File: config.mk
export PLATFORM = sky130hd
export DESIGN_NAME = alu
export DESIGN_NICKNAME = d
export VERILOG_FILES = /design/src/rtl/alu_pkg.sv /design/src/rtl/alu_shifter.sv /design/src/rtl/alu.sv
export SDC_FILE = /design/constraint.sdc
export NUM_CORES = 1
export LEC_CHECK = 0
export CAP_MARGIN = 10
export CORE_MARGIN = 4
export CORE_UTILIZATION = 59
export CTS_CLUSTER_DIAMETER = 40
export DETAILED_ROUTE_END_ITERATION = 7
export PLACE_DENSITY = 0.82
export SYNTH_ARGS = -nofsm -noshare
export SYNTH_HDL_FRONTEND = slang
export SYNTH_SLANG_ARGS = --single-unit
File: constraint.sdc
create_clock -name clk -period 0.8 [get_ports clk]
set_input_delay 0.12 -clock clk [delete_from_list [all_inputs] [get_ports clk]]
set_output_delay 0.12 -clock clk [all_outputs]
set_load 0.03 [all_outputs]
File: src/rtl/alu_pkg.sv
// Shared constants for the ALU: micro-op codes, flag bit positions and widths.
// Codes 9-12 only execute when the top is built with ALU_EXT_OPS_EN defined.
package alu_pkg;

  localparam int ALU_WIDTH      = 32;
  localparam int ALU_SHAMT_BITS = 8;

  localparam logic [4:0] UOP_NOP = 5'd0;
  localparam logic [4:0] UOP_ADD = 5'd1;
  localparam logic [4:0] UOP_SUB = 5'd2;
  localparam logic [4:0] UOP_AND = 5'd3;
  localparam logic [4:0] UOP_XOR = 5'd4;
  localparam logic [4:0] UOP_CMP = 5'd5;
  localparam logic [4:0] UOP_LSL = 5'd6;
  localparam logic [4:0] UOP_LSR = 5'd7;
  localparam logic [4:0] UOP_MOV = 5'd8;
  localparam logic [4:0] UOP_ORR = 5'd9;
  localparam logic [4:0] UOP_ADC = 5'd10;
  localparam logic [4:0] UOP_SBC = 5'd11;
  localparam logic [4:0] UOP_ASR = 5'd12;

  localparam int FLAG_Z = 3;
  localparam int FLAG_C = 2;
  localparam int FLAG_N = 1;
  localparam int FLAG_V = 0;

  typedef enum logic [1:0] {
    SHIFT_LSL,
    SHIFT_LSR,
    SHIFT_ASR
  } shift_mode_e;

endpackage

File: src/rtl/alu_shifter.sv
// Combinational barrel shifter (LSL / LSR / ASR) producing the result and the
// carry flag: the last bit shifted out, or the incoming carry when sh is zero.
module alu_shifter
  import alu_pkg::*;
#(
  parameter int WIDTH      = ALU_WIDTH,
  parameter int SHAMT_BITS = ALU_SHAMT_BITS
) (
  input  logic [WIDTH-1:0]      lhs_i,
  input  logic [SHAMT_BITS-1:0] sh_i,
  input  shift_mode_e           mode_i,
  input  logic                  c_i,
  output logic [WIDTH-1:0]      result_o,
  output logic                  c_o
);

  logic                  fill;
  logic [WIDTH:0]        left_w;
  logic signed [WIDTH+1:0] right_w;

  // Guard bits on each side capture the last bit shifted out; the top bit of
  // right_w is the fill value, so shifts past the width saturate to it.
  assign fill    = (mode_i == SHIFT_ASR) & lhs_i[WIDTH-1];
  assign left_w  = {1'b0, lhs_i} << sh_i;
  assign right_w = $signed({fill, lhs_i, 1'b0}) >>> sh_i;

  always_comb begin
    // NOTE: every output gets a default before any branch, so no path leaves
    // it unassigned and no latch is inferred.
    result_o = right_w[WIDTH:1];
    c_o      = right_w[0];
    if (mode_i == SHIFT_LSL) begin
      result_o = left_w[WIDTH-1:0];
      c_o      = left_w[WIDTH];
    end
    if (sh_i == '0) begin
      c_o = c_i;
    end
  end

endmodule

File: src/rtl/alu.sv
// Single-cycle 32-bit ALU with registered result and {Z,C,N,V} flags.
// Define ALU_EXT_OPS_EN to add ORR/ADC/SBC/ASR; otherwise codes 9-12 act as NOP.
module alu
  import alu_pkg::*;
#(
  parameter int WIDTH      = ALU_WIDTH,
  parameter int SHAMT_BITS = ALU_SHAMT_BITS
) (
  input  logic             clk,
  input  logic             rst_n,
  input  logic             in_valid,
  input  logic [WIDTH-1:0] LHS,
  input  logic [WIDTH-1:0] RHS,
  input  logic [4:0]       uop,
  output logic [WIDTH-1:0] out,
  output logic [3:0]       flags,
  output logic             out_valid
);

  logic [WIDTH-1:0] out_q, out_d;
  logic [3:0]       flags_q, flags_d;
  logic             valid_q;

  logic             sub_sel, carry_in;
  shift_mode_e      shift_mode;
  logic [WIDTH-1:0] rhs_op, result, shift_res;
  logic [WIDTH:0]   sum;
  logic             add_v, shift_c, wr_out, upd_zn;

  always_comb begin
    sub_sel    = 1'b0;
    carry_in   = 1'b0;
    shift_mode = SHIFT_LSL;
    case (uop)
      UOP_SUB, UOP_CMP: begin
        sub_sel  = 1'b1;
        carry_in = 1'b1;
      end
      UOP_LSR: shift_mode = SHIFT_LSR;
`ifdef ALU_EXT_OPS_EN
      UOP_ADC: carry_in = flags_q[FLAG_C];
      UOP_SBC: begin
        sub_sel  = 1'b1;
        carry_in = flags_q[FLAG_C];
      end
      UOP_ASR: shift_mode = SHIFT_ASR;
`endif
      default: ;
    endcase
  end

  // Subtraction is LHS + ~RHS + 1, so the adder's carry out is NOT borrow.
  assign rhs_op = sub_sel ? ~RHS : RHS;
  assign sum    = {1'b0, LHS} + {1'b0, rhs_op} + {{WIDTH{1'b0}}, carry_in};
  assign add_v  = (LHS[WIDTH-1] == rhs_op[WIDTH-1]) && (sum[WIDTH-1] != LHS[WIDTH-1]);

  alu_shifter #(
    .WIDTH      (WIDTH),
    .SHAMT_BITS (SHAMT_BITS)
  ) u_shifter (
    .lhs_i    (LHS),
    .sh_i     (RHS[SHAMT_BITS-1:0]),
    .mode_i   (shift_mode),
    .c_i      (flags_q[FLAG_C]),
    .result_o (shift_res),
    .c_o      (shift_c)
  );

  always_comb begin
    out_d   = out_q;
    flags_d = flags_q;
    result  = '0;
    wr_out  = 1'b1;
    upd_zn  = 1'b1;
    case (uop)
`ifdef ALU_EXT_OPS_EN
      UOP_ADC, UOP_SBC,
`endif
      UOP_ADD, UOP_SUB, UOP_CMP: begin
        result          = sum[WIDTH-1:0];
        wr_out          = (uop != UOP_CMP);
        flags_d[FLAG_C] = sum[WIDTH];
        flags_d[FLAG_V] = add_v;
      end
`ifdef ALU_EXT_OPS_EN
      UOP_ASR,
`endif
      UOP_LSL, UOP_LSR: begin
        result          = shift_res;
        flags_d[FLAG_C] = shift_c;
      end
      UOP_AND: result = LHS & RHS;
      UOP_XOR: result = LHS ^ RHS;
      UOP_MOV: result = RHS;
`ifdef ALU_EXT_OPS_EN
      UOP_ORR: result = LHS | RHS;
`endif
      default: begin
        wr_out = 1'b0;
        upd_zn = 1'b0;
      end
    endcase
    if (upd_zn) begin
      flags_d[FLAG_Z] = (result == '0);
      flags_d[FLAG_N] = result[WIDTH-1];
    end
    if (wr_out) begin
      out_d = result;
    end
  end

  // NOTE: state registers use non-blocking assignments so every flop samples
  // pre-edge values regardless of block evaluation order.
  always_ff @(posedge clk or negedge rst_n) begin
    if (!rst_n) begin
      out_q   <= '0;
      flags_q <= '0;
      valid_q <= 1'b0;
    end else begin
      valid_q <= in_valid;
      if (in_valid) begin
        out_q   <= out_d;
        flags_q <= flags_d;
      end
    end
  end

  assign out       = out_q;
  assign flags     = flags_q;
  assign out_valid = valid_q;

endmodule

==> parameters.txt, run 1 <==
Parameter                              Value

Run status
  Outcome    aborted with a tool error
  Stage at which the flow ended    global routing (5_1_grt)
  First logged error message    [ERROR GRT-0116] Global routing finished with congestion. Check the congestion regions in the DRC Viewer.

Yosys
  Simple logic cell fraction of the synthesized area    20.5%
  Adder-cell share of the synthesized area    10.0%
  Warnings, synthesis    0
  EDFF count, synth    0
  Most frequent cells after synthesis    sky130_fd_sc_hd__nand2_1 (116), sky130_fd_sc_hd__o21ai_0 (85), sky130_fd_sc_hd__a21oi_1 (81)
  Top cells by area in the synthesized netlist    sky130_fd_sc_hd__dfrtp_1 (11%), sky130_fd_sc_hd__ha_1 (9.8%), sky130_fd_sc_hd__mux2i_1 (5.2%), sky130_fd_sc_hd__nand2_1 (4.9%), sky130_fd_sc_hd__o21ai_0 (4.8%)
  Multiplexer area fraction after synthesis    15.9%
  Parity-gate share of the synthesized area counting xor and xnor cells    5.56%
  Largest family of logic cells by synthesized area    compound AO/OA/AOI/OAI gates
  Share of the yosys chip area belonging to registers    10.5%
  Synth Area in Compound Gates    31.9%
  Post-synth top flop    sky130_fd_sc_hd__dfrtp_1
  Async set-or-reset flop fraction in the synthesized netlist    100%
  Area leader, netlist    sky130_fd_sc_hd__dfrtp_1
  Post-Syn Area per Cell    7.81 um2
  Post-synthesis sequential element count    37
  Mapped Nets    1271
  Most common cell in the synthesized netlist    sky130_fd_sc_hd__nand2_1
  Post-Synthesis Cells    1129
  Portion of synthesized cell area occupied by the leading cell type    10.5%
  Total standard cell area after synthesis    8820 um2
  Number of distinct library cells after synthesis    90

Placement
  Detailed placement HPWL    35800 um
  Routability cong.    1.23
  Placed Cells    1745
  Port-buffer cells    108

Clocking
  Number of buffers on the longest clock path    2
  Inserted Clock Buffers    5
  Clock sink count    37
  Clock Tree Root    sky130_fd_sc_hd__clkbuf_16
  H-Tree Level Count    2

Die
  Number of top-level pins    109
  Row count    44
  Vertical extent of the die    130 um
  Die extent in x    130 um
  Initial Utilization    60.4%

Global routing
  Vias in the first global route    18.0k
  Overall global routing resource usage    90.3%
  Wire length of the first global-routing pass    117000 um
  Maximum number of pins on one net before global-route repair    43
  Gr ovfl total    794
-- metal layers --
layer	overflow	GRT usage, %
met5	7	53.2
met4	204	97.1
met3	18	72.6
met2	533	111
met1	32	84.4
-- repair_timing --
action,CTS
hold endpoints to repair,37
resized for setup,184
setup endpoints to repair,73
pin swaps,82
setup buffers,51
hold buffers,1
-- logic make-up after synthesis --
family                   Yosys count
multiplexers                     102
flip-flops                        37
AND/OR/NAND/NOR                  355
adder cells (fa/ha/maj)           70
buffers and inverters            110
XOR/XNOR                          56
AO/OA/AOI/OAI                    399
-- metrics by stage --
stage	area (um2)	util [%]	setup TNS, ps	hold slack, ps	setup slack (ps)
after floorplan	9050	-	-74980	-176	-2950
after detailed placement	13000	88.9	-108740	92.5	-3880
after CTS	14100	96.5	-93530	332	-3300
after global placement	13000	88.9	-99880	91.7	-3420
==> run 2: changes to the inputs <==
CORE_UTILIZATION = 40   (was 59)
CTS_CLUSTER_DIAMETER = unset   (was 40)
PLACE_DENSITY = unset   (was 0.82)
PLACE_DENSITY_LB_ADDON = 0.15   (was unset)
==> run 2 against run 1 <==
The flow now finishes, with violations (DRC, setup timing). Synthesized area did not move. Synthesized cell count unchanged.
==> parameters.txt, run 2 <==
Parameter                              Value

Cells and area
  Area of the multi-input gates    8390 um2
  Sequential standard cell area    926 um2
  Area growth syn-to-layout    74.9%
  Most used cells in the layout excluding fill and tap cells    sky130_fd_sc_hd__buf_4 (485), sky130_fd_sc_hd__nand2_1 (108), sky130_fd_sc_hd__buf_6 (85), sky130_fd_sc_hd__ha_1 (59), sky130_fd_sc_hd__a21oi_1 (52)
  Post-layout nets    1838
  Final-layout fill cell count    1701
  Final antenna diode count    0
  Fraction of layout instances using a drive strength above 1    48.7%
  Max reg flops    32
  Final Non-Filler Cells    1977
  Post-layout util    70.9%
  Most common cell after layout, fill and taps aside    sky130_fd_sc_hd__buf_4

Setup path
  Count of buffer and inverter cells on the critical path    2
  Largest delay contributor family on the critical path    simple AND/OR/NAND/NOR gates
  Maximum cell stage delay along the critical path    580 ps
  Crit Path Class    primary input to flip-flop
  Crit Path Max Fanout    6
  Startpoint type of the worst setup path    primary input
  Signal arrival time at the worst endpoint    4080 ps
  Data required, critical path    1020 ps
  Worst-case register-to-register setup slack    -100 ps
  Critical path's slowest cell    sky130_fd_sc_hd__or4_1
  Critical Path Sink Type    flip-flop
  Series of cell instances along the critical path    buf_6 > or3b_4 > a21boi_4 > clkbuf_16 > xor2_1 > ha_4 > nand2_1 > nor4_4 > o21ai_2 > a311o_1 > a21oi_2 > xnor2_1 > o211ai_1 > or4_1 > nor4_2 > nand3_1 > o21ai_1

Yosys
  Portion of synthesized cell area occupied by the leading cell type    10.5%
  Post-synthesis sequential element count    37
  Async set-or-reset flop fraction in the synthesized netlist    100%
  Post-Synthesis Cells    1129
  Mapped Nets    1271
  Warnings, synthesis    0
  Share of the yosys chip area belonging to registers    10.5%
  EDFF count, synth    0
  Most common cell in the synthesized netlist    sky130_fd_sc_hd__nand2_1
  Most frequent cells after synthesis    sky130_fd_sc_hd__nand2_1 (116), sky130_fd_sc_hd__o21ai_0 (85), sky130_fd_sc_hd__a21oi_1 (81)
  Post-Syn Area per Cell    7.81 um2
  Post-synth top flop    sky130_fd_sc_hd__dfrtp_1
  Total standard cell area after synthesis    8820 um2
  Top cells by area in the synthesized netlist    sky130_fd_sc_hd__dfrtp_1 (11%), sky130_fd_sc_hd__ha_1 (9.8%), sky130_fd_sc_hd__mux2i_1 (5.2%), sky130_fd_sc_hd__nand2_1 (4.9%), sky130_fd_sc_hd__o21ai_0 (4.8%)
  Number of distinct library cells after synthesis    90
  Area leader, netlist    sky130_fd_sc_hd__dfrtp_1

Global routing
  Number of antenna violations at the first check in global routing    1
  Gr ovfl total    0
  Overall global routing resource usage    38.0%
  Maximum number of pins on one net before global-route repair    43
  Vias in the first global route    12.0k
  Wire length of the first global-routing pass    71200 um

Die
  Vertical extent of the die    156 um
  Row count    54
  Number of top-level pins    109
  Die extent in x    156 um
  Core footprint    21800 um2
  Die area    24500 um2
  Initial Utilization    40.5%

STA
  RSZ-0062 raised after global routing    yes
  Total of endpoints with negative setup slack in the final report    73
  Fin worst setup slack    -3060 ps
  Fraction of the cycle the final worst path needs    482%
  Number of failing hold endpoints at the final stage    0
  Final setup skew    0 ps
  Final Max Tran Viols    0
  Fin crit period    3860 ps
  Remaining max-slew budget at the tightest pin    53.9%
  WHS    319 ps
  Worst Tran Pin Value    682 ps
  Max Freq    259 MHz

Routing
  Via density    6.29
  Vias    12.4k
  Total wire length    50000 um
  Antenna Violating Nets Remaining    0
  Detailed Routing Iterations Pass 1    8
  Drt initial violations    1366
  Mean routed wirelength per cell    25.3 um
  DRC errors left    1

Placement
  Port-buffer cells    108
  Detailed placement HPWL    38300 um
  Routability cong.    0.997
  Placed Cells    1893
  Worst slack at placement    -3660 ps

Power and ir drop
  Cell area power density    1010 nW/um2
  Leakage power of the design    0.00698 uW
  Worst IR drop on VDD    1.16 mV

Clocking
  Number of buffers on the longest clock path    2
  Later-pin clock latency in the skew report    280 ps
  Inserted Clock Buffers    5
  Clock Tree Root    sky130_fd_sc_hd__clkbuf_16
  Clock sink count    37
  H-Tree Level Count    2
  Clk pin slew, worst setup/hold paths    60 ps
  TritonCTS clock tree    built

Run status
  Outcome    finished, violations left
  Violated checks    DRC, setup timing

Worst hold path
  Worst min path class    primary input to asynchronous set/reset pin

Flow run
  Reported max-cap violation count    0
==> run 2: cell counts after synthesis <==
Identical to the previous run, type by type.
==> run 2: final timing paths <==
| check | start | end | depth (start not counted) |
|---|---|---|---|
| max | uop[2] | flags[3]$_DFFE_PN0P_ | 17 |
| max in group asynchronous | rst_n | out[15]$_DFFE_PN0P_ | 3 |
| min reg2reg | out[23]$_DFFE_PN0P_ | out[23]$_DFFE_PN0P_ | 2 |
| min in group clk | out[23]$_DFFE_PN0P_ | out[23]$_DFFE_PN0P_ | 2 |
| max reg2reg | out[25]$_DFFE_PN0P_ | out[25]$_DFFE_PN0P_ | 2 |
| min | rst_n | out[28]$_DFFE_PN0P_ | 3 |
==> run 2: cell families after synthesis <==
| group | after synthesis | synth area share, % |
|---|---|---|
| compound gates | 399 | 31.9 |
| xor+xnor | 56 | 5.56 |
| fa+ha+maj | 70 | 10.0 |
| buf+inv | 110 | 5.65 |
| flops | 37 | 10.5 |
| mux | 102 | 15.9 |
| simple gates | 355 | 20.5 |
==> run 2: layout make-up <==
cell class / instances / area share, %
tap: 280 / 2.27
multi-input combinational: 982 / 54.4
timing repair buffer: 654 / 36.0
sequential: 37 / 6.01
clock buffer: 6 / 0.836
clock inverter: 2 / 0.0649
inverter: 16 / 0.390
==> run 2: timing repair <==
| item | in CTS | in global routing |
|---|---|---|
| pin swaps | 76 | 53 |
| endpoints found under the setup margin | 73 | 73 |
| hold buffers | 1 | 0 |
| buffers inserted | 60 | 26 |
| endpoints found under the hold margin | 37 | 0 |
| cloned | 2 | 0 |
| resized for setup | 271 | 86 |
==> run 2: metal layers <==
layer | vias up | GRT usage [%] | part of all wire (%) | wire length, um
li1 | 5601 | - | - | -
met4 | 2 | 16.8 | 6.4 | 3200
met5 | - | 0 | 0.024 | 12
met1 | 5939 | 49.6 | 39 | 19700
met3 | 180 | 7.80 | 9.0 | 4480
met2 | 710 | 60.6 | 45 | 22600
==> run 2: worst register-to-register path, cell delays in order (launching register included) <==
cell	delay, ps
sky130_fd_sc_hd__dfrtp_1	400
sky130_fd_sc_hd__buf_4	140
sky130_fd_sc_hd__mux2_4	250
==> run 2: report_power, final <==
group / internal [uW] / switching [uW] / total (uW) / leakage (uW)
Sequential: 2100 / 174 / 2270 / 0.000501
Combinational: 5580 / 5830 / 11400 / 0.00641
Clock: 1150 / 807 / 1950 / 0.0000706
==> run 2: through the flow <==
| step | cell area, um2 | setup TNS [ps] | total power (uW) |
|---|---|---|---|
| floorplan | 9050 | -74980 | 6850 |
| global placement | 13500 | -102340 | 11500 |
| detailed placement | 13500 | -103730 | 11500 |
| CTS | 14900 | -86580 | 14700 |
| global route | 15400 | -93530 | 16300 |
| finish | 15400 | -89230 | 15600 |
Note: power is estimated with default switching activity, not from simulation.
==> edit 1: new RTL, config.mk and constraints of run 2 <==
Add a define of `ALU_EXT_OPS_EN`.
--- a/src/rtl/alu.sv
+++ b/src/rtl/alu.sv
@@ -1,5 +1,7 @@
 // Single-cycle 32-bit ALU with registered result and {Z,C,N,V} flags.
 // Define ALU_EXT_OPS_EN to add ORR/ADC/SBC/ASR; otherwise codes 9-12 act as NOP.
+`define ALU_EXT_OPS_EN
+
 module alu
   import alu_pkg::*;
 #(
Behaviour: not the same (a bounded check fails within 4 cycles, from zero or initial values and one cycle with rst_n low).
==> edit 1 against run 2 <==
  * The flow finishes with violations (negative setup slack)
  * Via count grew 16%
  * Wire length grew 21%
  * Setup slack lost 0.29 ns
  * Sequential cell count is the same
  * Clock skew grew 0.0054 ns
  * Power grew 19%
  * Synthesized area grew 20%
  * Cell area grew 14%
  * Largest cell class unchanged
  * Highest routed layer unchanged
==> edit 1: results (changes against run 2) <==
Pwr
  – Static leakage: 7.998 nW (+15%)
  – Part of the power in registers: 0.131 (-0.014)
  – Pwr/cell area: 1057 mW/mm2 (+4.2%)
  – Peak supply drop: 1.456 mV (+26%)
  – Power Clock: 2.35 mW (+21%)
  – P_sw: 8.197 mW (+20%)

Status
  – Failing checks: negative setup slack
  – Outcome: finished with violations

Detailed routing
  – Router iterations before antenna repair: 6 (-2)
  – Metal3 WL: 6.656 mm (+49%)
  – Metal2 WL: 26.05 mm (+15%)
  – Initial DRC count: 1545 (+13%)
  – WL final: 60.70 mm (+21%)
  – Vias: 14410 (+16%)
  – Met1 WL: 24.66 mm (+25%)

Clock network
  – Clock root cell: clkbuf_16
  – Resize count post-CTS: 207 (-24%)
  – Maximum buffer depth of the clock tree: 2 (unchanged)
  – Postcts setup bufs: 38 (-37%)

Setup path
  – Family with the most delay on the worst path: compound AO/OA/AOI/OAI gates
  – CP arrival: 4.34 ns (+0.26 ns)
  – Crit-path max cell delay: 0.41 ns (-0.17 ns)
  – Cell with the largest stage delay on the worst path: fa_2
  – Critical path fanouts, max: 3 (-3)

Logic synthesis
  – Syn_nets: 1555 (+22%)
  – Ranking of synthesized cells by area: ha_1, dfrtp_1, mux4_2
  – Post-Syn Instances: 1385 (+23%)
  – Post-synth top cells: nand2_1, o21ai_0, ha_1
  – Sequential share of the synthesized area: 0.08774 (-0.01728)

Placed design
  – Global placer's final weighted congestion: 1.124 (+13%)
  – Placed Cells: 2259 (+19%)
  – Post-DP HPWL: 48.73 mm (+27%)

Global route
  – GRT Util Overall: 0.3999 (+0.02017)
  – Met1 Use GR: 0.5552 (+0.05929)
  – First-pass GRT wire length: 88.04 mm (+24%)
  – Grt met3 use: 0.08943 (+0.01144)
  – Largest net degree at the start of global routing: 33 (-23%)
  – M2 GR Usage: 0.5942 (-0.01207)

STA
  – Rel. slew slack: 0.4115 (-0.1280)
  – Final setup margin: -3.351 ns (-0.2911 ns)
  – # setup viols final: 73 (unchanged)
  – Skew final: 0.005421 ns (+0.005421 ns)

Layout
  – Final net count: 2144 (+17%)
  – Share of post-route cells with drive strength above 1: 0.4476 (-0.03915)
  – Non-Filler Instances: 2310 (+17%)
  – Fillcell total: 2251 (+32%)
[edit 1: cell types whose count changed in the layout (fill, tap and decap cells not counted), sizes merged, moves of 21 or more]
cell | before | now
a222oi | 34 | 2
buf | 595 | 638
clkdlybuf4s50 | 32 | 53
ha | 69 | 96
inv | 15 | 79
nor2 | 57 | 86
xnor2 | 19 | 44
xor2 | 37 | 10
[edit 1: logic make-up (layout without fill, tap and decap cells)]
group           Yosys count  count (layout)  synth area share
compound gates          475             475            0.3064
simple gates            382             382            0.1773
buf+inv                 198             788           0.08134
mux                     141             141            0.1848
fa+ha+maj                98              98            0.1176
xor+xnor                 54              54           0.04482
flops                    37              37           0.08774
[edit 1: final cells by class]
class | count | share of cell area
inverter | 80 | 0.01704
clock inverter | 1 | 0.001704
clock buffer | 7 | 0.008092
multi-input combinational | 1150 | 0.5596
tap | 335 | 0.02378
timing repair buffer | 700 | 0.3373
sequential | 37 | 0.05253
[edit 1: through the flow]
step | area (um2) | worst slack (ns) | TNS [ns]
after floorplan | 10720 | -3.077 | -82.08
after global placement | 15850 | -3.962 | -114.29
after detailed placement | 15850 | -4.022 | -116.17
after CTS | 17030 | -3.176 | -92.09
after global routing | 17630 | -3.459 | -97.70
final | 17630 | -3.351 | -93.38
[edit 1: worst paths after layout]
path,start,endpoint,depth (start not counted)
worst max-delay path,flags[2]$_DFFE_PN0P_,flags[3]$_DFFE_PN0P_,17
worst min-delay path,rst_n,out[0]$_DFFE_PN0P_,2
worst max register to register,flags[2]$_DFFE_PN0P_,flags[3]$_DFFE_PN0P_,17
worst min register to register,out[21]$_DFFE_PN0P_,out[21]$_DFFE_PN0P_,2
max in group asynchronous,rst_n,out[22]$_DFFE_PN0P_,3
min in group clk,in_valid,out_valid$_DFF_PN0_,2
==> edit 2: new RTL, settings of run 2 <==
Made on the original files. Remove the register `valid_q`: a continuous assignment takes its place, so the output `out_valid` follows one clock earlier.
--- a/src/rtl/alu.sv
+++ b/src/rtl/alu.sv
@@ -115,9 +115,7 @@
     if (!rst_n) begin
       out_q   <= '0;
       flags_q <= '0;
-      valid_q <= 1'b0;
     end else begin
-      valid_q <= in_valid;
       if (in_valid) begin
         out_q   <= out_d;
         flags_q <= flags_d;
@@ -125,6 +123,8 @@
     end
   end
 
+  assign valid_q = in_valid;
+
   assign out       = out_q;
   assign flags     = flags_q;
   assign out_valid = valid_q;
Function: changed (a bounded check fails within 4 cycles, from zero or initial values and one cycle with rst_n low).
==> edit 2 against run 2 <==
  * The run still ends with design-rule violations, negative setup slack left
  * Sequential share of layout area is 0.12 points lower
  * Power increased by 0.55%
  * Via count rose by 0.83%
  * Critical endpoint unchanged
  * Highest routed layer is now met4
  * Critical path depth is 1 higher
  * Utilization increased by 0.84 points
  * Setup slack better by 0.039 ns
  * Worst hold slack got worse by 0.11 ns
  * Sequential cell count decreased by 1
  * Cell area shrank 0.69%
  * Wire length is 2.7% lower
  * Clock power grew 5%
  * Synthesized area is 0.20% lower
  * Largest cell class unchanged
==> edit 2: results (changes against run 2) <==
Clock network
  – Cts bufs inserted: 5 (unchanged)
  – Clock root cell: clkbuf_16
  – Maximum buffer depth of the clock tree: 2 (unchanged)
  – Clk slew on worst S/H paths: 0.06 ns (about the same)
  – CTS H-tree depth: 2 (unchanged)
  – Clk_lat worst skew: 0.28 ns (about the same)

Setup path
  – R2R setup slack: -0.10 ns (about the same)
  – Family with the most delay on the worst path: simple AND/OR/NAND/NOR gates
  – Critical path origin: uop[0]
  – Critical path fanouts, max: 6 (unchanged)
  – Cell with the largest stage delay on the worst path: or4_4
  – Crit-path max cell delay: approximately 0.57 ns
  – Critical R2R Launch: out[21]$_DFFE_PN0P_
  – CP arrival: 4.03 ns (-0.05 ns)

Global route
  – Initial antenna violation count: 0 (-1)
  – GRT Util Overall: 0.3668 (-0.01289)
  – First-pass GRT wire length: 69.56 mm (-2.2%)
  – Vias in the first global route: 11920 (-0.39%)
  – Largest net degree at the start of global routing: 43 (unchanged)

Detailed routing
  – Router iterations before antenna repair: 8 (unchanged)
  – DRC: 35 (+34)
  – WL final: 48.67 mm (-2.7%)
  – Vias per inst: 6.448 (+2.5%)
  – Initial DRC count: 1554 (+14%)

Status
  – Outcome: finished with violations
  – Failing checks: design-rule violations, negative setup slack

STA
  – Rel. slew slack: 0.3921 (-0.1473)
  – Skew final: 0 ns (unchanged)
  – Final setup margin: -3.020 ns (+0.03935 ns)
  – # setup viols final: 72 (-1.4%)

Logic synthesis
  – Fraction of registers with async set or reset after synthesis: 1.000 (unchanged)
  – Sequential share of the synthesized area: 0.1024 (-0.002635)
  – Post-Syn Instances: 1129 (unchanged)
  – Ranking of synthesized cells by area: dfrtp_1, ha_1, mux2i_1
  – Most common flop cell mapped by yosys: dfrtp_1
  – Synth unique cells: 90 (unchanged)
  – YS warnings: 0 (unchanged)
  – Post-synth top cells: nand2_1, o21ai_0, a21oi_1
  – Syn_nets: 1271 (unchanged)

Layout
  – Flip-flop count of the largest register after layout: 32 (unchanged)
  – Final net count: 1810 (-1.5%)
  – Share of post-route cells with drive strength above 1: 0.4721 (-0.01460)
  – ANT cells: 0 (unchanged)

Placed design
  – I/O Buffers: 108 (unchanged)
  – Post-DP Area: 0.01329 mm2 (-1.5%)
  – Pre-CTS setup slack: -3.647 ns (+0.008610 ns)
  – Post-DP HPWL: 36.36 mm (-5.0%)
  – Global placer's final weighted congestion: 1.093 (+9.7%)

Pwr
  – Static leakage: 6.955 nW (-0.40%)
  – Peak supply drop: 0.9043 mV (-22%)
  – Switching Fraction: 0.4343 (-0.001427)

Hold path
  – Hold Path Class: in2async
-- edit 2: what timing repair did --
item | 4_1_cts | 5_1_grt
pin swaps | 87 | 80
hold buffers | 1 | 0
gates resized for setup | 188 | 131
setup endpoints to repair | 73 | 72
cloned | 1 | 1
endpoints found under the hold margin | 36 | 0
buffers inserted | 47 | 39
-- edit 2: cell families after synthesis --
logic type | count (synthesis) | share of synthesized area
xor+xnor | 56 | 0.05575
buf+inv | 111 | 0.05745
mux | 102 | 0.1594
simple gates | 355 | 0.2052
compound gates | 399 | 0.3194
fa+ha+maj | 70 | 0.1004
flops | 36 | 0.1024
-- edit 2: area by class of cell --
class                   instances  area (um2)
well taps                     275       344.1
clock buffers                   8       146.4
multi-input cells             982        8447
repair buffers                627        5413
inverters                      16       60.06
fillers                      1635        6042
flip-flops and latches         36       900.9
-- edit 2: layer usage --
metal | up-vias | global-route usage | share of wire
met3 | 225 | 0.08020 | 0.10
met1 | 5960 | 0.4773 | 0.38
met4 | 0 | 0.1781 | 0.072
met5 | - | 0 | 0
met2 | 817 | 0.5767 | 0.44
li1 | 5533 | - | -
-- edit 2: stage by stage --
stage | std cells | util | setup TNS [ns] | hold WS (ns)
2_1_floorplan | 1129 | - | -74.98 | -0.1756
3_3_place_gp | 1866 | 0.6225 | -101.89 | -0.01348
3_5_place_dp | 1866 | 0.6225 | -104.70 | -0.01113
4_1_cts | 1915 | 0.6791 | -85.55 | 0.2270
5_1_grt | 1944 | 0.7170 | -92.53 | 0.2560
6_report | 1944 | 0.7170 | -88.94 | 0.2128
-- edit 2: worst paths after layout --
kind / endpoint / cells after the start
max: flags[3]$_DFFE_PN0P_ / 18
min: out[27]$_DFFE_PN0P_ / 2
max reg2reg: out[21]$_DFFE_PN0P_ / 2
min reg2reg: out[19]$_DFFE_PN0P_ / 2
max in group asynchronous: out[2]$_DFFE_PN0P_ / 3
min in group clk: out[19]$_DFFE_PN0P_ / 2
-- edit 2: power groups by stage --
stage	combinational, mW	clock, mW	sequential, mW
after CTS	10.2	2.04	2.22
after global placement	9.06	0	2.21
final	11.5	2.05	2.23
after detailed placement	9.13	0	2.22
after global routing	12.0	2.13	2.24
after floorplan	4.18	0	2.61
